==> src/rtl/dmem_loader.sv <==
// dmem_loader: write-side front end for the FIR sample memory (dmem).
// Latency: one cycle from accept to dmem write (registered mem_* outputs).
// Backpressure: in_ready is high only while loading; each accept writes one word.
// Optional running checksum of accepted samples: define DMEM_LOADER_CKSUM_EN.
module dmem_loader #(
  parameter int ADDR_W = 14,
  parameter int DATA_W = 16,
  parameter int DEPTH  = 10240,
  parameter int BASE   = 0
) (
  input  logic              clk,
  input  logic              rst,
  input  logic              start,
  input  logic [ADDR_W-1:0] frame_len,
  input  logic              in_valid,
  input  logic [DATA_W-1:0] in_data,
  output logic              in_ready,
  output logic              busy,
  output logic              done,
  output logic [ADDR_W-1:0] wr_ptr,
  output logic [ADDR_W-1:0] sample_cnt,
  output logic [DATA_W-1:0] checksum,
  output logic              mem_cen,
  output logic              mem_wen,
  output logic [ADDR_W-1:0] mem_a,
  output logic [DATA_W-1:0] mem_d
);

  localparam logic [1:0] S_IDLE = 2'd0;
  localparam logic [1:0] S_LOAD = 2'd1;
  localparam logic [1:0] S_DONE = 2'd2;

  localparam logic [ADDR_W-1:0] PTR_LAST  = ADDR_W'(DEPTH - 1);
  localparam logic [ADDR_W-1:0] PTR_RESET = ADDR_W'(BASE);

  logic [1:0]        state_q, state_d;
  logic [ADDR_W-1:0] len_q, len_d;
  logic [ADDR_W-1:0] wr_ptr_q, wr_ptr_d;
  logic [ADDR_W-1:0] cnt_q, cnt_d;
  logic [ADDR_W-1:0] cnt_inc;
  logic              cen_q, cen_d;
  logic              wen_q, wen_d;
  logic [ADDR_W-1:0] mem_a_q, mem_a_d;
  logic [DATA_W-1:0] mem_d_q, mem_d_d;
  logic              accept;
  logic              frame_start;

  // Handshake and status decode straight from the state register.
  always_comb begin
    in_ready    = (state_q == S_LOAD);
    busy        = (state_q == S_LOAD);
    done        = (state_q == S_DONE);
    accept      = (state_q == S_LOAD) && in_valid;
    frame_start = (state_q == S_IDLE) && start;
    cnt_inc     = cnt_q + ADDR_W'(1);
  end

  // Next-state, pointer and dmem strobe computation.
  always_comb begin
    state_d  = state_q;
    len_d    = len_q;
    wr_ptr_d = wr_ptr_q;
    cnt_d    = cnt_q;
    cen_d    = 1'b1;
    wen_d    = 1'b1;
    mem_a_d  = mem_a_q;
    mem_d_d  = mem_d_q;
    case (state_q)
      S_IDLE: begin
        if (start) begin
          len_d   = frame_len;
          cnt_d   = '0;
          // An empty frame still reports completion, just without writes.
          state_d = (frame_len == '0) ? S_DONE : S_LOAD;
        end
      end
      S_LOAD: begin
        if (accept) begin
          cen_d    = 1'b0;
          wen_d    = 1'b0;
          mem_a_d  = wr_ptr_q;
          mem_d_d  = in_data;
          wr_ptr_d = (wr_ptr_q == PTR_LAST) ? '0 : wr_ptr_q + ADDR_W'(1);
          cnt_d    = cnt_inc;
          if (cnt_inc == len_q) begin
            state_d = S_DONE;
          end
        end
      end
      S_DONE: begin
        state_d = S_IDLE;
      end
      default: begin
        state_d = S_IDLE;
      end
    endcase
  end

  // Control and dmem interface registers; reset abandons any frame in flight.
  always_ff @(posedge clk or posedge rst) begin
    if (rst) begin
      state_q  <= S_IDLE;
      len_q    <= '0;
      wr_ptr_q <= PTR_RESET;
      cnt_q    <= '0;
      cen_q    <= 1'b1;
      wen_q    <= 1'b1;
      mem_a_q  <= '0;
      mem_d_q  <= '0;
    end else begin
      state_q  <= state_d;
      len_q    <= len_d;
      wr_ptr_q <= wr_ptr_d;
      cnt_q    <= cnt_d;
      cen_q    <= cen_d;
      wen_q    <= wen_d;
      mem_a_q  <= mem_a_d;
      mem_d_q  <= mem_d_d;
    end
  end

`ifdef DMEM_LOADER_CKSUM_EN
  logic [DATA_W-1:0] cksum_q, cksum_d;

  // Running modular sum of accepted samples, cleared when a frame starts.
  always_comb begin
    cksum_d = cksum_q;
    if (frame_start) begin
      cksum_d = '0;
    end else if (accept) begin
      cksum_d = cksum_q + in_data;
    end
  end

  // Checksum register.
  always_ff @(posedge clk or posedge rst) begin
    if (rst) begin
      cksum_q <= '0;
    end else begin
      cksum_q <= cksum_d;
    end
  end

  assign checksum = cksum_q;
`else
  assign checksum = '0;
`endif

  assign wr_ptr     = wr_ptr_q;
  assign sample_cnt = cnt_q;
  assign mem_cen    = cen_q;
  assign mem_wen    = wen_q;
  assign mem_a      = mem_a_q;
  assign mem_d      = mem_d_q;

endmodule

==> config.mk <==
export PLATFORM = sky130hd
export DESIGN_NAME = dmem_loader
export DESIGN_NICKNAME = d
export VERILOG_FILES = /design/src/rtl/dmem_loader.sv
export SDC_FILE = /design/constraint.sdc
export NUM_CORES = 1
export LEC_CHECK = 0
export BUFFER_PORTS_ARGS = -buffer_cell sky130_fd_sc_hd__buf_2
export CAP_MARGIN = 15
export CORE_ASPECT_RATIO = 0.7
export CORE_MARGIN = 1.5
export CORE_UTILIZATION = 52
export CTS_CLUSTER_DIAMETER = 200
export DETAILED_ROUTE_END_ITERATION = 16
export HOLD_SLACK_MARGIN = 0.1
export PLACE_DENSITY = 0.78
export SLEW_MARGIN = 5
export SYNTH_ARGS = -nofsm -noshare
export SYNTH_HDL_FRONTEND = slang
export SYNTH_SLANG_ARGS = --single-unit
==> constraint.sdc <==
create_clock -name clk -period 3.3 [get_ports clk]
set_clock_uncertainty 0.2 [all_clocks]
set_input_delay 0.66 -clock clk [delete_from_list [all_inputs] [get_ports clk]]
set_output_delay 0.66 -clock clk [all_outputs]
set_load 0.02 [all_outputs]
==> summary.md <==
| Metric | Value |
|---|---|
| Post-route ant nets | `0` |
| Final Setup Violations | `0` |
| Gpl congestion | `0.874` |
| Post-layout minimum cycle time | `2.52 ns` |
| Post_cts resized | `0` |
| Max-slew violations | `0` |
| Setup bufs post-CTS | `0` |
| Crit-path cells | `ha_1 > inv_1 > nor3_4 > mux2_2 > mux2i_1 > nand4_1 > o21ba_1` |
| Max VDD drop | `0.000245 V` |
| IO buf count | `96` |
| First DRT Iteration DRCs | `208` |
| CP Class | `flop to flop` |
| Critical Path RT | `3.35 ns` |
| Unrepaired setup endpoints after global routing | `no` |
| Syn Inst Count | `395` |
| Row cnt | `25` |
| Vias per cell | `5.27` |
| Yosys warnings | `0` |
| DRC violation count after routing | `0` |
| Global Route Usage Sum | `23.2%` |
| Final Hold Vio Count | `0` |
| Synth top area share | `49.7%` |
| Vias in the first global route | `2764` |
| CP peak stage delay | `0.54 ns` |
| Io pins | `113` |
| Area Growth Syn to Fin | `19.6%` |
| Sequential element share of the synthesized area | `50.4%` |
| Slew HR | `41.0%` |
| Worst-skew pair later-pin latency | `0.35 ns` |
| Largest net degree at the start of global routing | `76` |
| Root buf cell | `clkbuf_8` |
| Grt total ovfl | `0` |
| R2R Setup Slk | `0.78 ns` |
| Post-synth EDFFs | `0` |
| Top-count cell post-synth | `nand2_1` |
| Fmax | `0.397 GHz` |
| Max FO, Critical Path | `8` |
| Wirelength per Cell | `14.7 um` |
| Final net count | `524` |
| Leakage power | `2.30 nW` |
| Routed wire length | `8630 um` |
| Synth area leader | `dfrtp_1` |
| Setup_tns | `0 ns` |
| Initial Util | `54.4%` |
| Async S/R FF share, synth | `100%` |
| CTS Hold Buffers Added | `0` |
| CTS max path bufs | `2` |
| Initial antenna violation count | `0` |
| CTS buffer count | `9` |
| Area of the mapped netlist | `3720 um2` |
| Die width | `104 um` |
| Htree depth | `3` |
| DR vias | `3093` |
| Fill count | `593` |
| Kind of end point of the critical path | `flop` |
| First-pass GRT wire length | `13900 um` |
| Num Clock Sinks | `75` |
| Hold Crit Class | `primary input to async pin` |
| Clk slew on worst S/H paths | `0.08 ns` |
| Total of max-cap violations | `0` |
| Worst-Margin Slew | `0.882 ns` |
| Synth area leaders | `dfrtp_1 50%, nand2_1 11%, mux2_2 4.5%` |
| Number of synthesized register bits | `75` |
| Worst Setup Start Kind | `flop` |
| Pwr/cell area | `668 nW/um2` |
| Final HPWL DP | `6070 um` |
| Syn Area/Cell | `9.43 um2` |
| CTS tree | `yes` |
| Fraction of layout cells with a size suffix above 1 | `29.4%` |
| Count of cell types in the netlist | `50` |
| Antenna cells | `0` |
| Status | `complete, no violations` |
| Chip height | `73.8 um` |
| Final hold slack | `0.181 ns` |
| Post-synth top cells | `111 x nand2_1, 74 x dfrtp_1, 25 x nor2_1` |
| DIE AREA | `7690 um2` |
| Period utilization | `76.2%` |
| Slowest stage cell, crit path | `dfrtp_1` |
| TritonRoute pass-1 iters | `5` |
| Prevailing post-synth register cell | `dfrtp_1` |
| Worst EP arrival | `2.56 ns` |
| Core Area | `6850 um2` |
-- power breakdown --
part           internal, mW  switching (mW)  total, mW
Sequential             1.12           0.207       1.33
Clock                 0.446           0.349      0.795
Combinational         0.338           0.517      0.854
Total                  1.90            1.07       2.97
-- final timing paths --
path | start | endpoint | cells past startpoint
max in group asynchronous | rst | len_q[5]$_DFFE_PP0P_ | 3
worst max register to register | sample_cnt[0]$_DFFE_PP0P_ | state_q[0]$_DFFE_PP0P_ | 7
worst min register to register | mem_a[0]$_DFFE_PP0P_ | mem_a[0]$_DFFE_PP0P_ | 2
worst min-delay path | rst | mem_d[12]$_DFFE_PP0P_ | 3
min in group clk | mem_a[0]$_DFFE_PP0P_ | mem_a[0]$_DFFE_PP0P_ | 2
worst max-delay path | sample_cnt[0]$_DFFE_PP0P_ | state_q[0]$_DFFE_PP0P_ | 7
-- per-stage QoR --
stage	power, mW	util, %	setup WS, ns	instances	cell area [um2]
detailed placement	2.19	61.7	0.838	571	4230
floorplan	1.92	-	0.532	410	3780
global placement	2.16	61.7	0.914	571	4230
finish	2.97	65.0	0.784	587	4450
CTS	2.99	65.0	0.819	587	4450
global route	3.13	65.0	0.579	587	4450
-- registers in the layout (all words and copies together), names as in the netlist --
signal / cells
len_q: 14
mem_a: 14
mem_d: 16
mem_wen: 1
sample_cnt: 14
state_q: 2
wr_ptr: 14
-- worst max-delay path: cells and delay by family, from the launching register on --
kind	cells	cell delay (ns)
and+or+nand+nor	2	0.49
AOI/OAI and AO/OA	1	0.18
muxes	2	0.55
DFF	1	0.54
adders and majority gates	1	0.32
buffers and inverters	1	0.13
-- area by class of cell --
cell class / instances / area, um2 / area share (%)
clock buffer: 10 / 138 / 3.09
clock inverter: 6 / 88.8 / 1.99
inverter: 7 / 26.3 / 0.590
multi-input combinational: 294 / 1680 / 37.6
sequential: 75 / 1880 / 42.2
tap: 94 / 118 / 2.64
timing repair buffer: 101 / 531 / 11.9
-- placed cells by master (no fill, tap or decap), types with 2 or more instances in the layout --
cell / count
dfrtp_1: 74
inv_2: 2
bufinv_16: 2
inv_1: 5
o31ai_1: 5
o41ai_1: 2
a211oi_1: 3
nor3_1: 3
o21ai_0: 20
a31oi_1: 3
buf_4: 4
xnor2_1: 9
conb_1: 16
mux2_2: 15
nand2_1: 111
clkinvlp_4: 2
and2_1: 2
o21ai_1: 4
nor2b_1: 2
buf_2: 96
or3_1: 2
clkbuf_8: 10
nand4_1: 10
nor2_1: 25
ha_1: 2
xor2_1: 19
and3_1: 4
a21oi_1: 2
nand3_1: 12
nor4_1: 3
-- cells by family after synthesis --
group	count (synthesis)	synth area share [%]
adders and majority gates	2	0.672
muxes	16	4.81
AOI/OAI and AO/OA	46	7.70
other	1	0.101
xor gates and xnor gates	28	6.59
DFF	75	50.4
buffers and inverters	41	6.08
and+or+nand+nor	186	23.6
-- metal layers --
layer  GRT usage (%)  vias to the layer above  routed length, um
li1                -                     1479                  -
met1            33.6                     1491               4200
met2            34.4                      115               3780
met3            6.39                        8                566
met4            6.33                        0                 79
met5               0                        -                  0
No activity file was read; power rests on OpenSTA's default activity.
